**config.mk**
```make
export PLATFORM = sky130hd
export DESIGN_NAME = measure_div_sched
export DESIGN_NICKNAME = d
export VERILOG_FILES = /design/src/rtl/measure_div_sched.sv
export SDC_FILE = /design/constraint.sdc
export NUM_CORES = 1
export LEC_CHECK = 0
export ABC_AREA = 0
export CAP_MARGIN = 20
export CORE_MARGIN = 2
export CORE_UTILIZATION = 60
export CTS_CLUSTER_DIAMETER = 80
export DETAILED_ROUTE_END_ITERATION = 16
export GPL_TIMING_DRIVEN = 0
export PLACE_DENSITY = 0.86
export SKIP_LAST_GASP = 1
export SLEW_MARGIN = 20
export SYNTH_ARGS = -nofsm -noshare
export SYNTH_HDL_FRONTEND = slang
export SYNTH_SLANG_ARGS = --single-unit
```
**constraint.sdc**
```tcl
create_clock -name clk -period 7.5 [get_ports clk]
set_input_delay 2.25 -clock clk [delete_from_list [all_inputs] [get_ports clk]]
set_output_delay 2.25 -clock clk [all_outputs]
set_load 0.01 [all_outputs]
```
**src/rtl/measure_div_sched.sv**
```systemverilog
// rtl/measure_div_sched.sv - centroid divider: one shared restoring divider computes x_sum/count then y_sum/count
// Results are saturated to INPUT_WIDTH bits; a zero count short-circuits to DONE with no_object set.
module measure_div_sched #(
   parameter int INPUT_WIDTH = 11,
   parameter int SUM_WIDTH   = 27,
   parameter int COUNT_WIDTH = 19
) (
   input  logic                   clk,
   input  logic                   aresetn,
   input  logic                   enable,
   input  logic                   frame_done,
   input  logic [SUM_WIDTH-1:0]   x_sum,
   input  logic [SUM_WIDTH-1:0]   y_sum,
   input  logic [COUNT_WIDTH-1:0] total_count,
   output logic [INPUT_WIDTH-1:0] x_position,
   output logic [INPUT_WIDTH-1:0] y_position,
   output logic                   valid_position,
   output logic                   no_object,
   output logic                   busy,
   output logic                   overrun
);

   localparam int CNT_W = $clog2(SUM_WIDTH + 1);
   localparam logic [CNT_W-1:0] LAST_STEP = CNT_W'(SUM_WIDTH - 1);

   typedef enum logic [1:0] {IDLE, DIV_X, DIV_Y, DONE} state_t;

   state_t                 state_q, state_d;
   logic [SUM_WIDTH-1:0]   dvd_q, dvd_d;
   logic [SUM_WIDTH-1:0]   ysum_q, ysum_d;
   logic [COUNT_WIDTH-1:0] div_q, div_d;
   logic [COUNT_WIDTH-1:0] rem_q, rem_d;
   logic [SUM_WIDTH-1:0]   quot_q, quot_d;
   logic [CNT_W-1:0]       cnt_q, cnt_d;
   logic [INPUT_WIDTH-1:0] xq_q, xq_d;
   logic [INPUT_WIDTH-1:0] xpos_q, xpos_d;
   logic [INPUT_WIDTH-1:0] ypos_q, ypos_d;
   logic                   valid_q, valid_d;
   logic                   noobj_q, noobj_d;
   logic                   ovr_q, ovr_d;

   logic [COUNT_WIDTH:0]   trial;
   logic [COUNT_WIDTH:0]   diff;
   logic                   qbit;
   logic [COUNT_WIDTH-1:0] rem_next;
   logic [SUM_WIDTH-1:0]   quot_next;

   function automatic logic [INPUT_WIDTH-1:0] sat(input logic [SUM_WIDTH-1:0] q);
      if (|q[SUM_WIDTH-1:INPUT_WIDTH]) return '1;
      return q[INPUT_WIDTH-1:0];
   endfunction

   // One restoring step: shift the next dividend bit into the partial remainder.
   always_comb begin
      trial     = {rem_q, dvd_q[SUM_WIDTH-1]};
      diff      = trial - {1'b0, div_q};
      qbit      = (trial >= {1'b0, div_q});
      rem_next  = qbit ? diff[COUNT_WIDTH-1:0] : trial[COUNT_WIDTH-1:0];
      quot_next = {quot_q[SUM_WIDTH-2:0], qbit};
   end

   always_comb begin
      state_d = state_q;
      dvd_d   = dvd_q;
      ysum_d  = ysum_q;
      div_d   = div_q;
      rem_d   = rem_q;
      quot_d  = quot_q;
      cnt_d   = cnt_q;
      xq_d    = xq_q;
      xpos_d  = xpos_q;
      ypos_d  = ypos_q;
      valid_d = 1'b0;
      noobj_d = noobj_q;
      ovr_d   = ovr_q;
      if (!enable) begin
         state_d = IDLE;
         xpos_d  = '0;
         ypos_d  = '0;
         noobj_d = 1'b0;
         ovr_d   = 1'b0;
      end else begin
         if (frame_done && state_q != IDLE) ovr_d = 1'b1;
         case (state_q)
            IDLE: begin
               if (frame_done) begin
                  dvd_d   = x_sum;
                  ysum_d  = y_sum;
                  div_d   = total_count;
                  rem_d   = '0;
                  quot_d  = '0;
                  cnt_d   = '0;
                  state_d = (total_count == '0) ? DONE : DIV_X;
               end
            end
            DIV_X: begin
               rem_d  = rem_next;
               quot_d = quot_next;
               dvd_d  = dvd_q << 1;
               cnt_d  = cnt_q + CNT_W'(1);
               if (cnt_q == LAST_STEP) begin
                  xq_d    = sat(quot_next);
                  dvd_d   = ysum_q;
                  rem_d   = '0;
                  quot_d  = '0;
                  cnt_d   = '0;
                  state_d = DIV_Y;
               end
            end
            DIV_Y: begin
               rem_d  = rem_next;
               quot_d = quot_next;
               dvd_d  = dvd_q << 1;
               cnt_d  = cnt_q + CNT_W'(1);
               if (cnt_q == LAST_STEP) state_d = DONE;
            end
            DONE: begin
               valid_d = 1'b1;
               state_d = IDLE;
               if (div_q == '0) begin
                  xpos_d  = '0;
                  ypos_d  = '0;
                  noobj_d = 1'b1;
               end else begin
                  xpos_d  = xq_q;
                  ypos_d  = sat(quot_q);
                  noobj_d = 1'b0;
               end
            end
            default: state_d = IDLE;
         endcase
      end
   end

   always_ff @(posedge clk or negedge aresetn) begin
      if (!aresetn) begin
         state_q <= IDLE;
         dvd_q   <= '0;
         ysum_q  <= '0;
         div_q   <= '0;
         rem_q   <= '0;
         quot_q  <= '0;
         cnt_q   <= '0;
         xq_q    <= '0;
         xpos_q  <= '0;
         ypos_q  <= '0;
         valid_q <= 1'b0;
         noobj_q <= 1'b0;
         ovr_q   <= 1'b0;
      end else begin
         state_q <= state_d;
         dvd_q   <= dvd_d;
         ysum_q  <= ysum_d;
         div_q   <= div_d;
         rem_q   <= rem_d;
         quot_q  <= quot_d;
         cnt_q   <= cnt_d;
         xq_q    <= xq_d;
         xpos_q  <= xpos_d;
         ypos_q  <= ypos_d;
         valid_q <= valid_d;
         noobj_q <= noobj_d;
         ovr_q   <= ovr_d;
      end
   end

   assign x_position     = xpos_q;
   assign y_position     = ypos_q;
   assign valid_position = valid_q;
   assign no_object      = noobj_q;
   assign overrun        = ovr_q;
   assign busy           = (state_q != IDLE);

endmodule

```
# After elaboration in Yosys (flattened, before gate mapping)
# Cells that the tools add are included.
# word_totals
regBits	162
output_inout_bits	26
elab_cells	82
input_bits	77
# op_classes
n_mux	44
reduce_logical	12
n_addsub	2
eq_ne	10
n_lt_le_gt_ge	1
# op_table
cell	n
case mux 27 bit (3 select lines)	2
two-way mux 11 bit	10
two-way mux 27 bit	4
two-way mux 19 bit	3
case mux 19 bit (3 select lines)	1
logical NOT 19 bit	2
OR reduction 16 bit	2
greater-or-equal comparator 20 x 19 -> 1 bit	1
subtractor 19 bit	1
two-way mux 1 bit	15
case mux 5 bit (3 select lines)	1
AND reduction 3 bit	4
two-way mux 2 bit	5
two-way mux 5 bit	2
inequality test 3 bit (second input constant)	3
case mux 2 bit (4 select lines)	1
adder 5 x 1 -> 5 bit (second input constant)	1
equality test 5 bit (second input constant)	1
equality test 2 bit (second input constant)	2
inequality test 2 x 1 -> 1 bit (second input constant)	2
nonzero test 3 bit	1
equality test 2 x 1 -> 1 bit (second input constant)	1
logical NOT 2 bit	1
inequality test 2 bit (second input constant)	1
2 further kinds	2

# Depth between registers and ports, before layout
# depth
word_depth	9
mapped_depth	11
ltp_nobuf	9

# Least setup slack after synthesis
# OpenSTA, ideal clock, no wires.
# synth_path
path_kind	input-to-reg
from	input port enable
to	register rem_q[0]
arrival_time_ns	3.509
path_slack_ns	3.875
stages	6
path_buffers	3
required_ns	7.384
setup_ns	0.116
cell_sequence	clkbuf_1 > nand2_1 > or3b_1 > clkbuf_1 > clkbuf_1 > o311ai_0
# synth_via
elab_chain_cells	1
# synth_lines
element	line_no	source
start: declaration	10	input logic enable,
AND reduction 3 bit (no line)	--	
end signal: assignment	155	rem_q <= rem_d;
end: declaration	32	logic [COUNT_WIDTH-1:0] rem_q, rem_d;
# No other way between the ends.
# A chain may end at the register's enable or synchronous reset.

# Final worst setup path
# layout_path
from	register state_q[0]
to	output port busy
# layout_via
elab_chain_cells	1
# layout_lines
element	line_no	source
start: declaration	28	state_t state_q, state_d;
start signal: assignment	151	state_q <= state_d;
nonzero test 2 bit	172	assign busy = (state_q != IDLE);
end: declaration	19	output logic busy,
# No other way between the ends.

==> impl_metrics.py <==
metrics = {
    "die": {
        "dieArea_um2": 14580,
        "die_y_um": 120.8,
        "start_util_pct": 61.52,
        "die_width_um": 120.8,
        "coreArea_um2": 13300,
        "rows": 42,
        "io_pins": 103,
    },
    "pwr": {
        "clockPowerShare_pct": 25.3,
        "power_frac_comb_pct": 36.8,
        "p_sw_share_pct": 37.61,
        "powerDensity_nw_per_um2": 331.6,
        "seqPwrFrac_pct": 37.9,
        "power_leakage_nw": 4.480,
        "ir_drop_v": 0.0002877,
        "total_power_mw": 3.322,
        "internal_power_mw": 2.072,
        "p_switching_mw": 1.250,
    },
    "sta": {
        "setup_viol": 0,
        "slew-limit-headroom_pct": 47.55,
        "max_freq_mhz": 239.6,
        "fin_hold_ws_ns": 0.4678,
        "period_minus_slack_ns": 4.174,
        "tightest_slew_ns": 0.7795,
        "rsz0062_at_grt": "false",
        "min_period_over_period_pct": 55.65,
        "tns_ns": 0,
        "setup_ws_ns": 3.326,
        "finalHoldViolCount": 0,
        "slew_violations": 0,
        "fin_skew_ns": 0.01316,
    },
    "finish": {
        "fillers": 895,
        "final_cells": 1098,
        "final_core_util_pct": 75.34,
        "finalInstanceArea_um2": 10020,
        "num-nets-final": 1012,
        "areaGrowthSynthToFinish_pct": 22.47,
        "n_antenna_cell": 0,
        "drive_gt1_share_pct": 13.34,
    },
    "cts": {
        "clock_sinks": 162,
        "numCtsBuffers": 17,
        "post-cts-setup-buffer-count": 0,
        "cts-root-buf": "clkbuf_16",
        "cts_resized": 0,
        "clk_latency_ns": 0.43,
        "cts-hold-fix-buffers": 0,
        "clk_pin_slew_worst_paths_ns": 0.07,
        "cts.path.max_buffers": 2,
        "cts_max_level": 4,
        "cts_tree": "built",
    },
    "global_routing": {
        "grt_max_degree": 90,
        "grt_overflow_total": 0,
        "antenna_found_initial": 0,
        "grt_pass1_vias": 6808,
        "grt_pass1_wl_um": 33890,
        "grt_usage_pct": 29.75,
    },
    "synthesis": {
        "yosys_warnings": 0,
        "synth_fp_nets": 891,
        "postSynthAreaPerCell_um2": 10.38,
        "yosys_most_used_dff": "dfrtp_1",
        "ys_seq_elements": 162,
        "async_reset_ff_share_pct": 100.0,
        "synth_cell_type_count": 60,
        "synth_edf_count": 0,
        "netlist_area_um2": 8179,
        "synthCells": 788,
        "ys_seq_area_share_pct": 49.56,
    },
    "min_path": {
        "hold_path.class": "register to register",
        "holdPathStages": 2,
    },
    "setup_path": {
        "path_class": "register to primary output",
        "path_cells": "inv_1, ha_1, inv_1, clkdlybuf4s50_1",
        "critPathLaunchType": "register",
        "cp-end-kind": "primary output",
        "cp.required_ns": 5.25,
        "critPathMaxFanout": 5,
        "path_common_cell": "inv_1",
        "critPathMaxStageDelay_ns": 0.57,
        "crit_arrival_ns": 1.92,
        "cp_slowest_cell": "clkdlybuf4s50_1",
        "r2r_cells": 8,
    },
    "place": {
        "dp.cells": 1066,
        "placed_cell_area_um2": 9443,
        "routabilityCongestion": 0.9392,
        "port_buffers": 101,
        "dpl.hpwl_um": 14480,
        "dp_slack_ns": 3.138,
    },
    "detailed_routing": {
        "dr.first_iter.drc_count": 666,
        "routed-via-count": 6885,
        "routed_via_density": 6.270,
        "wl_um": 20310,
        "firstDrtPassIters": 6,
        "postRouteAntennaNets": 0,
        "wl_per_cell_um": 18.49,
        "drc": 0,
    },
    "run": {
        "max-cap-violations": 0,
    },
    "run_status": {
        "status": "finished, final reports clean",
    },
}
==> cell families after synthesis <==
| family | synth area share [%] |
|---|---|
| DFF | 49.56 |
| and+or+nand+nor | 10.95 |
| xor gates and xnor gates | 1.392 |
| buffers and inverters | 3.763 |
| adders and majority gates | 4.069 |
| muxes | 10.05 |
| AOI/OAI and AO/OA | 20.21 |
==> synthesized netlist by cell type, types with 8 or more instances <==
master | count | share of area [%]
nand3_1 | 13 | 0.80
o21ai_0 | 90 | 5.5
mux2_2 | 73 | 10
nand2_1 | 116 | 5.3
a21oi_1 | 21 | 1.3
clkbuf_1 | 35 | 1.6
o22a_1 | 11 | 1.2
ha_1 | 25 | 3.8
a22oi_1 | 27 | 2.5
nor4_1 | 15 | 1.1
inv_1 | 26 | 1.2
a32oi_1 | 8 | 0.86
dfrtp_1 | 162 | 50
a22o_1 | 38 | 4.1
nor2_1 | 14 | 0.64
nand2b_1 | 8 | 0.61
==> cell type report <==
class	instances	area [um^2]	area share (%)
clock buffer	21	470.5	4.696
clock inverter	11	103.9	1.037
timing repair buffer	102	1044	10.42
sequential	162	4054	40.47
buffer	50	210.2	2.098
multi-input combinational	550	3817	38.11
tap	176	220.2	2.198
inverter	26	97.59	0.9743
==> placed cells by master (no fill, tap or decap), drive strengths merged, types with 15 or more instances in the layout <==
master,count
nor4,15
buf,17
dfrtp,162
mux2,73
o21ai,91
a22o,38
a21oi,21
clkdlybuf4s50,100
ha,25
inv,28
clkbuf,56
a22oi,27
nand2,116
==> registers in the layout, indices dropped and copies added (netlist names) <==
signal / count
overrun: 1
dvd_q: 27
cnt_q: 5
div_q: 19
ysum_q: 27
x_position: 11
y_position: 11
rem_q: 19
quot_q: 27
valid_position: 1
xq_q: 11
state_q: 2
no_object: 1
==> power groups by stage <==
stage | Sequential (mW) | Clock (mW) | Combinational [mW]
floorplan | 1.20 | 0 | 0.877
global placement | 1.25 | 0 | 1.15
detailed placement | 1.26 | 0 | 1.19
CTS | 1.25 | 0.849 | 1.21
global route | 1.28 | 0.890 | 1.36
finish | 1.26 | 0.842 | 1.22
==> worst paths after layout <==
path	startpoint	endpoint	slack (ns)
max in group asynchronous	aresetn	quot_q[22]	4.91
min reg2reg	y_position[7]	y_position[7]	0.47
min in group asynchronous	aresetn	rem_q[18]	1.76
min	y_position[7]	y_position[7]	0.47
max	state_q[0]	busy	3.33
max reg2reg	div_q[0]	rem_q[13]	4.44
==> metal layers <==
metal / up-vias / global-route usage [%] / part of all wire, %
li1: 3143 / - / -
met1: 3387 / 40.48 / 43
met2: 309 / 46.57 / 48
met3: 46 / 6.792 / 6.8
met4: 0 / 11.77 / 2.3
met5: - / 0 / 0
==> worst max-delay path, delay by kind of cell, from the launching register on <==
kind	cells	cell delay, ns
adder cells (fa/ha/maj)	1	0.26
buffers and inverters	3	0.84
flip-flops	1	0.39
Note: power is estimated with default switching activity, not from simulation.
